**src/rtl/mem_access_ctrl.sv**
```systemverilog
// mem_access_ctrl: single-outstanding load/store controller with ready/ack memory handshake,
// pipeline stall, lane extraction and misalignment/timeout exception capture.
module mem_access_ctrl #(
    parameter int ADDR_W   = 32,
    parameter int WAIT_MAX = 15
) (
    input  logic              clk,
    input  logic              reset_n,
    input  logic              req_valid,
    input  logic              req_read,
    input  logic              req_write,
    input  logic [1:0]        req_size,
    input  logic [ADDR_W-1:0] req_addr,
    input  logic [31:0]       req_wdata,
    input  logic [ADDR_W-1:0] req_pc,
    output logic              req_ready,
    output logic              stall,
    output logic              rsp_valid,
    output logic [31:0]       rsp_rdata,
    output logic              mem_en,
    output logic              mem_we,
    output logic [ADDR_W-1:0] mem_addr,
    output logic [3:0]        mem_be,
    output logic [31:0]       mem_wdata,
    input  logic              mem_ack,
    input  logic [31:0]       mem_rdata,
    output logic              exc_valid,
    output logic [1:0]        exc_cause,
    output logic [ADDR_W-1:0] epc,
    output logic [ADDR_W-1:0] badvaddr,
    input  logic              exc_clear
);
    localparam int CW = WAIT_MAX > 1 ? $clog2(WAIT_MAX) : 1;

    typedef enum logic [1:0] {IDLE, ACCESS, RESP, EXC} ctrlState;

    ctrlState          state, stateNext;
    logic [ADDR_W-1:0] addrQ, pcQ, epcQ, badQ;
    logic [1:0]        sizeQ, causeQ;
    logic [31:0]       wdataQ, rdataQ, shifted, laneData;
    logic              writeQ, isNoop, misaligned, expired, inAccess;
    logic [CW-1:0]     waitCnt;
    logic [3:0]        beRaw;

    assign isNoop     = !req_read && !req_write;
    assign misaligned = (req_size == 2'b01 && req_addr[0]) || (req_size[1] && |req_addr[1:0]);
    assign inAccess   = state == ACCESS;
    assign expired    = inAccess && !mem_ack && waitCnt == CW'(WAIT_MAX - 1);

    always_ff @(posedge clk or negedge reset_n)
        if (!reset_n) state <= IDLE;
        else          state <= stateNext;

    always_comb begin
        stateNext = state;
        case (state)
            IDLE:    if (req_valid) stateNext = isNoop ? RESP : misaligned ? EXC : ACCESS;
            ACCESS:  stateNext = mem_ack ? RESP : expired ? EXC : ACCESS;
            RESP:    stateNext = IDLE;
            default: stateNext = exc_clear ? IDLE : EXC;
        endcase
    end

    // Shift the addressed lane down to bit 0; masks below zero-extend it.
    assign shifted  = mem_rdata >> {addrQ[1:0], 3'b000};
    assign laneData = sizeQ == 2'b00 ? shifted & 32'h0000_00FF :
                      sizeQ == 2'b01 ? shifted & 32'h0000_FFFF : mem_rdata;
    assign beRaw    = sizeQ == 2'b00 ? 4'b0001 << addrQ[1:0] :
                      sizeQ == 2'b01 ? (addrQ[1] ? 4'b1100 : 4'b0011) : 4'b1111;

    always_ff @(posedge clk or negedge reset_n) begin
        if (!reset_n) begin
            addrQ   <= '0;
            pcQ     <= '0;
            sizeQ   <= '0;
            wdataQ  <= '0;
            writeQ  <= 1'b0;
            rdataQ  <= '0;
            causeQ  <= '0;
            epcQ    <= '0;
            badQ    <= '0;
            waitCnt <= '0;
        end else begin
            if (state == IDLE && req_valid) begin
                addrQ  <= req_addr;
                pcQ    <= req_pc;
                sizeQ  <= req_size;
                wdataQ <= req_wdata;
                writeQ <= req_write;
                if (isNoop) begin
                    rdataQ <= '0;
                end else if (misaligned) begin
                    causeQ <= req_write ? 2'b10 : 2'b01;
                    epcQ   <= req_pc;
                    badQ   <= req_addr;
                end
            end
            if (inAccess) begin
                waitCnt <= mem_ack || expired ? '0 : waitCnt + CW'(1);
                if (mem_ack && !writeQ) rdataQ <= laneData;
                if (expired) begin
                    causeQ <= 2'b11;
                    epcQ   <= pcQ;
                    badQ   <= addrQ;
                end
            end
        end
    end

    assign req_ready = state == IDLE;
    assign stall     = inAccess || state == EXC;
    assign rsp_valid = state == RESP;
    assign rsp_rdata = rdataQ;
    assign mem_en    = inAccess;
    assign mem_we    = inAccess && writeQ;
    assign mem_be    = inAccess ? beRaw : 4'b0000;
    assign mem_addr  = {addrQ[ADDR_W-1:2], 2'b00};
    assign mem_wdata = sizeQ == 2'b00 ? {4{wdataQ[7:0]}} :
                       sizeQ == 2'b01 ? {2{wdataQ[15:0]}} : wdataQ;
    assign exc_valid = state == EXC;
    assign exc_cause = causeQ;
    assign epc       = epcQ;
    assign badvaddr  = badQ;
endmodule
```
**config.mk**
```make
export PLATFORM = sky130hd
export DESIGN_NAME = mem_access_ctrl
export DESIGN_NICKNAME = d
export VERILOG_FILES = /design/src/rtl/mem_access_ctrl.sv
export SDC_FILE = /design/constraint.sdc
export NUM_CORES = 1
export LEC_CHECK = 0
export ABC_AREA = 0
export CAP_MARGIN = 20
export CORE_ASPECT_RATIO = 0.8
export CORE_MARGIN = 4
export CORE_UTILIZATION = 25
export CTS_CLUSTER_SIZE = 14
export DETAILED_ROUTE_END_ITERATION = 16
export PLACE_DENSITY = 0.55
export SYNTH_ARGS = -nofsm -noshare
export SYNTH_HDL_FRONTEND = slang
export SYNTH_SLANG_ARGS = --single-unit
```
**constraint.sdc**
```tcl
create_clock -name clk -period 2.1 [get_ports clk]
set_clock_uncertainty 0.2 [all_clocks]
set_input_delay 0.42 -clock clk [delete_from_list [all_inputs] [get_ports clk]]
set_output_delay 0.42 -clock clk [all_outputs]
set_load 0.05 [all_outputs]
```
Word level (Yosys, flattened, before mapping)
Index checks and enable logic that the tools add are counted.
{"block": "op_classes", "reduce_logical": 18, "n_mux": 36, "shifts": 2, "add_sub_neg": 1, "eq_ne": 7}
{"op": "$mux W32", "count": 18}
{"op": "$shr A32 B5 Y16", "count": 1}
{"op": "$mux W2", "count": 12}
{"op": "$mux W4", "count": 5}
{"op": "$logic_and A1 B1 Y1", "count": 8}
{"op": "$eq A2 B1 Y1 const B", "count": 3}
{"op": "$pmux W2 S3", "count": 1}
{"op": "$add A4 B1 Y4 const B", "count": 1}
{"op": "$eq A2 B2 Y1 const B", "count": 2}
{"op": "$eq A4 B4 Y1 const B", "count": 1}
{"op": "$logic_not A1 Y1", "count": 4}
{"op": "$logic_not A2 Y1", "count": 2}
{"op": "$shl A1 B2 Y4 const A", "count": 1}
{"op": "$logic_or A1 B1 Y1", "count": 3}
{"op": "$ne A2 B2 Y1 const B", "count": 1}
{"op": "$reduce_or A2 Y1", "count": 1}
{"block": "totals", "ff_bits": 203, "output_inout_bits": 172}

Longest topological paths before layout
Gate-level depths: netlist of run 1.
{"block": "depth", "ltp_word": 8, "mapped_depth": 8, "mapped_depth_nobuf": 6}

Worst setup path after synthesis of run 1
No wires, ideal clock.
{"block": "synth_path", "path_type": "reg-to-output", "start": "register sizeQ[0]", "end": "output mem_wdata[24]", "t_required_ns": 1.480, "stages_incl_launch_ff": 5, "arrival_ns": 2.116, "setup_slack_ns": -0.636, "path_cell_list": "dfrtp_1 clkbuf_1 clkbuf_1 mux2i_1 o21ai_0"}
{"block": "synth_between", "elab_chain_len": 3}
{"element": "start, declared", "line": "39", "text": "logic [1:0] sizeQ, causeQ;"}
{"element": "start signal, assigned", "line": "87", "text": "sizeQ <= req_size;"}
{"element": "$eq A2 B1 Y1", "line": "119", "text": "sizeQ == 2'b01 ? {2{wdataQ[15:0]}} : wdataQ;"}
{"element": "$mux W32", "line": "119"}
{"element": "$mux W32 *", "line": "118", "text": "assign mem_wdata = sizeQ == 2'b00 ? {4{wdataQ[7:0]}} :"}
{"element": "end, declared", "line": "24", "text": "output logic [31:0] mem_wdata,"}
Every way passes the cells marked *; elsewhere a longest branch is shown, timed or not.

Final worst setup path of run 1
{"block": "layout_path", "start": "register sizeQ[1]", "end": "output mem_wdata[16]"}
Same word-level chain as after synthesis.

==> results of run 1 <==
## repair_timing
item | CTS | global route
hold endpoints to repair | 132 | 0
endpoints found under the setup margin | 96 | 103
pin swaps | 5 | 99
resized for setup | 68 | 105
hold buffers | 1 | 0
gates cloned | 3 | 11
setup buffers | 17 | 5
## state kept, by name, indices dropped and copies added, names as in the netlist
signal / flops
addrQ: 32
badvaddr: 32
epc: 32
exc_cause: 2
pcQ: 32
rsp_rdata: 32
sizeQ: 2
state: 2
waitCnt: 4
wdataQ: 32
writeQ: 1
## cell families (layout without fill, tap and decap cells)
family / count (synthesis) / after routing / share of synthesized area [%]
fa+ha+maj: 2 / 2 / 0.266
other cells: 1 / 2 / 0.0399
compound gates: 224 / 224 / 13.8
buf+inv: 117 / 451 / 7.03
simple gates: 488 / 488 / 20.4
mux: 39 / 39 / 4.46
flops: 203 / 203 / 54.1
## where the power goes
part | internal, mW | leakage [nW] | switching (mW)
clock | 2.50 | 0.377 | 1.69
sequential | 5.75 | 2.55 | 1.37
combinational | 6.28 | 4.23 | 10.4
total | 14.5 | 7.16 | 13.4
## synth_stat cells, drive strengths merged (2+ instances only)
cell | count | share of area [%]
a21oi | 140 | 7.7
ha | 2 | 0.27
nand3 | 3 | 0.16
nand2 | 381 | 15
a22oi | 8 | 0.64
nor3 | 3 | 0.16
nand2b | 3 | 0.20
inv | 7 | 0.28
nor2 | 83 | 3.3
and2 | 2 | 0.13
nor2b | 4 | 0.27
dfrtp | 203 | 54
o22ai | 3 | 0.20
buf | 60 | 4.8
a22o | 16 | 1.5
a222oi | 8 | 0.85
mux2i | 16 | 1.7
or3 | 2 | 0.13
mux2 | 23 | 2.8
o21ai | 40 | 2.1
clkbuf | 50 | 2.0
## metrics by stage
step | area, um^2 | setup TNS, ps | setup WS [ps] | hold slack (ps)
3_3_place_gp | 13100 | -52840 | -588 | 71.3
4_1_cts | 14300 | -8900 | -291 | 99.6
2_1_floorplan | 9480 | -51.8 | -51.8 | -75.6
3_5_place_dp | 13100 | -59410 | -636 | 72.2
5_1_grt | 15100 | -23140 | -318 | 134
6_report | 15100 | -15400 | -262 | 126
## cell type report
type | instances | area (um^2) | area share, %
Clock buffer | 36 | 687 | 4.54
Clock inverter | 7 | 87.6 | 0.579
Inverter | 7 | 36.3 | 0.240
Multi-Input combinational cell | 755 | 4260 | 28.2
Sequential cell | 203 | 5080 | 33.6
Tap cell | 487 | 609 | 4.03
Timing Repair Buffer | 401 | 4360 | 28.8
## cell usage in the layout (no fill, tap or decap), drive strengths merged, types with 8 or more instances in the layout
master / n
nand2: 381
buf: 254
dfrtp: 203
a21oi: 140
clkdlybuf4s50: 135
nor2: 83
clkbuf: 46
o21ai: 40
mux2: 23
a22o: 16
mux2i: 16
a222oi: 8
a22oi: 8
## final timing paths
path | endpoint | startpoint | slack, ps | cells after the start
hold / removal | wdataQ[5] | reset_n | 130 | 2
max in group asynchronous | rsp_rdata[4] | reset_n | 890 | 4
min in group clk | wdataQ[12] | req_wdata[12] | 230 | 3
hold reg to reg | pcQ[24] | pcQ[24] | 270 | 2
setup / recovery | mem_wdata[16] | sizeQ[1] | -260 | 4
setup reg to reg | epc[15] | state[1] | -200 | 8
## worst register-to-register path, cell delays in order, from the launching register on
cell and delay [ps]:
dfrtp_1 400, buf_6 120, or3b_4 400, buf_6 140
nor4_4 300, buf_6 240, clkbuf_16 200, a21oi_2 50
a21oi_1 160
## routing by layer
layer / wire length, um / global-route usage (%)
met1: 16800 / 23.2
met3: 2480 / 4.43
met4: 821 / 3.77
met2: 16000 / 24.7
met5: 0 / 0
==> flow_summary.ini, run 1 <==
[cells_and_area]
fin_cells = 1896
n_fill_cell = 3612
post-route-util_pct = 40.8
synthToLayoutAreaGrowth_pct = 60.8
antenna_cells = 0
drive_gt1_share_pct = 30.0
fin_nets = 1531

[power]
p_leak_nw = 7.16
ir_drop_mv = 1.62
p_per_area_nw_per_um2 = 1850
power_mw = 27.9

[place]
dp.cells = 1818
dp_hpwl_mm = 23.5
gp_congestion = 0.809
numPortBuffers = 306

[logic_synthesis]
synth_cell_type_count = 42
async_flop_share_pct = 100
ys_ff_latch = 203
synthFlopType = dfrtp_1
netlist_instances = 1074
synth_edf_count = 0
seq_area_frac_synth_pct = 54.1
syn_area_um2 = 9400
syn_area_per_cell_um2 = 8.75
synth_warnings = 0

[die]
dieHeight_um = 181
die_w_um = 225
start_util_pct = 25.4
ios = 309
floorplan.die_area_um2 = 40800
core_area_um2 = 37000
rows = 63

[timing]
fmaxAchievable_ghz = 0.423
worst_pin_slew_ps = 724
relSlewSlack_pct = 51.6
finalSetupViolCount = 94
hold_viol_final = 0
setup_slack_ps = -262
grt_setup_unrepaired = yes
finalCritPeriodShare_pct = 112
maxSlewViolCount = 0
post-route-min-period_ps = 2360

[critical_path]
cp.required_ps = 1480
crit_arrival_ps = 1740
criticalPathCategory = register to primary output
slowest_stage = dfrtp_2
critPathMaxFanout = 5
slowest_delay_ps = 440
cp-end-kind = primary output
crit_buf_inv = 3
cp_top_family = buffers and inverters
path_cells = buf_6 -> clkbuf_16 -> mux2_4 -> buf_12
startpoint_type = register

[cts]
clk_latency_ps = 520
htreeDepth = 1
clock_path_buffers = 3
cts_buffers = 24
clkTransAtPathRegs_ps = 60
root_buffer = clkbuf_16
cts.sinks = 203
cts_tree = built

[run]
maxCapViolCount = 0

[drt]
drtIter0Drc = 579
first_pass_iters = 5
viasPerCell = 4.67
drtAntennaViolNets = 0
wl_mm = 36.1
drc_errors = 0
vias = 8856
post_drt_wl_per_cell_um = 19.0

[global_routing]
grt_overflow_total = 0
grt_util_all_layers_pct = 16.3
grt_first_pass_wirelength_mm = 53.1
antenna_found_initial = 0
grt_pass1_vias = 8964
grt_max_degree = 69

[status]
outcome = finished, violations left
failed_checks = setup timing

[hold_path]
hold_path.class = primary input to async pin
Note: power is estimated with default switching activity, not from simulation.
==> run 2, diff against run 1 <==
--- a/config.mk
+++ b/config.mk
@@ -13,6 +13,7 @@
 export CTS_CLUSTER_SIZE = 14
 export DETAILED_ROUTE_END_ITERATION = 16
 export PLACE_DENSITY = 0.55
+export SETUP_SLACK_MARGIN = 0.3
 export SYNTH_ARGS = -nofsm -noshare
 export SYNTH_HDL_FRONTEND = slang
 export SYNTH_SLANG_ARGS = --single-unit
==> run 2 against run 1 <==
  * The flow still finishes with violations (setup timing)
  * Worst hold slack better by 66 ps
  * Core utilization up 6.2 points
  * Sequential cell count unchanged
  * Non-clock buffer count grew 66
  * Count of clock-buffer cells in the layout decreased by 1
  * Critical path type unchanged
  * Largest power group unchanged
  * Worst setup slack improved by 14 ps
  * Total power rose by 9.8%
  * Sequential power grew 5.5%
  * Routed wire length is 12% higher
==> flow_summary.ini, run 2 (synthesized netlist as in run 1, its figures left out) <==
[power]
p_per_area_nw_per_um2 = 1760
power_mw = 30.7
ir_drop_mv = 1.19
p_leak_nw = 8.06

[timing]
worst_pin_slew_ps = 584
finalSetupViolCount = 94
post-route-min-period_ps = 2350
hold_viol_final = 0
relSlewSlack_pct = 61.1
tns_ps = -17150
setup_slack_ps = -249
grt_setup_unrepaired = yes
finalCritPeriodShare_pct = 112
fmaxAchievable_ghz = 0.426
maxSlewViolCount = 0

[critical_path]
r2r_start = state[0]
cp.required_ps = 1480
slowest_delay_ps = 450
crit_end = mem_wdata[11]
critPathMaxFanout = 9
crit_arrival_ps = 1730
r2r_slack_ps = -230
path_cells = nor2_4 -> buf_12 -> mux2_4 -> buf_6
cp-end-kind = primary output
cp-startpoint = sizeQ[1]
criticalPathCategory = register to primary output
slowest_stage = dfrtp_2
r2r_end = epc[19]
startpoint_type = register
reg2regPathDepth = 7

[place]
gp_congestion = 0.788
place_area_um2 = 13100
dp.cells = 1824
dp_hpwl_mm = 23.5
numPortBuffers = 306
place_ws_ps = -630

[cts]
cts_tree = built
cts_buffers = 23
htreeDepth = 1
clock_path_buffers = 3
root_buffer = clkbuf_16
clk_latency_ps = 530
cts.sinks = 203
clkTransAtPathRegs_ps = 70

[drt]
drtIter0Drc = 578
vias = 9302
first_pass_iters = 7
post_drt_wl_per_cell_um = 20.7
viasPerCell = 4.75
drtAntennaViolNets = 0
wl_mm = 40.5
drc_errors = 0

[die]
ios = 309
core_area_um2 = 37000
dieHeight_um = 181
die_w_um = 225
start_util_pct = 25.4
rows = 63
floorplan.die_area_um2 = 40800

[status]
outcome = finished, violations left
failed_checks = setup timing

[cells_and_area]
fin_nets = 1597
final_cell_area_um2 = 17400
final_cell_mix = 196 x nand2_1, 191 x dfrtp_1, 157 x buf_4, 135 x clkdlybuf4s50_1, 100 x nand2_2
layout_commonest_cell = nand2_1
fin_cells = 1959
synthToLayoutAreaGrowth_pct = 85.5
n_fill_cell = 3437
drive_gt1_share_pct = 50.4

[global_routing]
grt_util_all_layers_pct = 18.2
antenna_found_initial = 1
grt_pass1_vias = 9415
grt_overflow_total = 0
grt_first_pass_wirelength_mm = 58.1
grt_max_degree = 56

[run]
maxCapViolCount = 0

[hold_path]
hold_path.class = primary input to async pin
## run 2: changes by cell type in the layout (fill, tap and decap cells not counted), moves of 16 or more
cell	change
a21oi_1	-41
a21oi_2	+54
buf_16	+25
buf_4	-16
buf_6	+49
nand2_1	-184
nand2_2	+100
nand2_4	+84
o21ai_0	-21
o21ai_1	+19
## run 2: critical path: cells and delay by family (launching register included)
family        cells  cell delay [ps]
mux               1              320
simple gates      1              110
buf+inv           2              300
flops             1              450
## run 2: cell type report
class | count | area, um^2 | share of cell area, %
repair buffers | 467 | 5580 | 32.0
multi-input cells | 756 | 5430 | 31.2
flip-flops and latches | 203 | 5090 | 29.2
clock buffers | 35 | 661 | 3.79
well taps | 487 | 609 | 3.50
inverters | 7 | 30.0 | 0.172
clock inverters | 3 | 17.5 | 0.101
diodes | 1 | 2.50 | 0.0144
## run 2: worst min path at each step
stage,start,endpoint,depth (start not counted)
after CTS,reset_n,addrQ[30],2
final,reset_n,epc[7],2
after global routing,reset_n,epc[7],2
after detailed placement,reset_n,addrQ[30],1
after global placement,reset_n,addrQ[27],1
after floorplan,reset_n,addrQ[0],0
## run 2: through the flow
| step | utilization [%] | hold slack, ps |
|---|---|---|
| final | 47.0 | 192 |
| after global routing | 47.0 | 213 |
| after CTS | 42.6 | 179 |
| after detailed placement | 35.4 | 158 |
| after global placement | 35.4 | 155 |
| after floorplan | - | -75.6 |
## run 2: layer usage
layer | up-vias | global-route usage (%) | share of wire, %
met3 | 50 | 4.41 | 6.7
met5 | - | 0 | 0
met4 | 0 | 3.92 | 2.4
li1 | 4293 | - | -
met2 | 288 | 27.9 | 45
met1 | 4671 | 26.2 | 46
## run 2: repair_timing
item                                    4_1_cts  5_1_grt
endpoints found under the hold margin       199        0
gates resized for setup                     262      354
setup buffers                                37       21
hold buffers                                  1        0
pin swaps                                    94      193
gates cloned                                 29        8
endpoints found under the setup margin      213      256
## run 2: where the power goes
group	switching [mW]	total (mW)	internal [mW]
clock	1.68	3.82	2.15
sequential	1.75	7.52	5.77
combinational	11.4	19.3	7.94
total	14.8	30.7	15.9
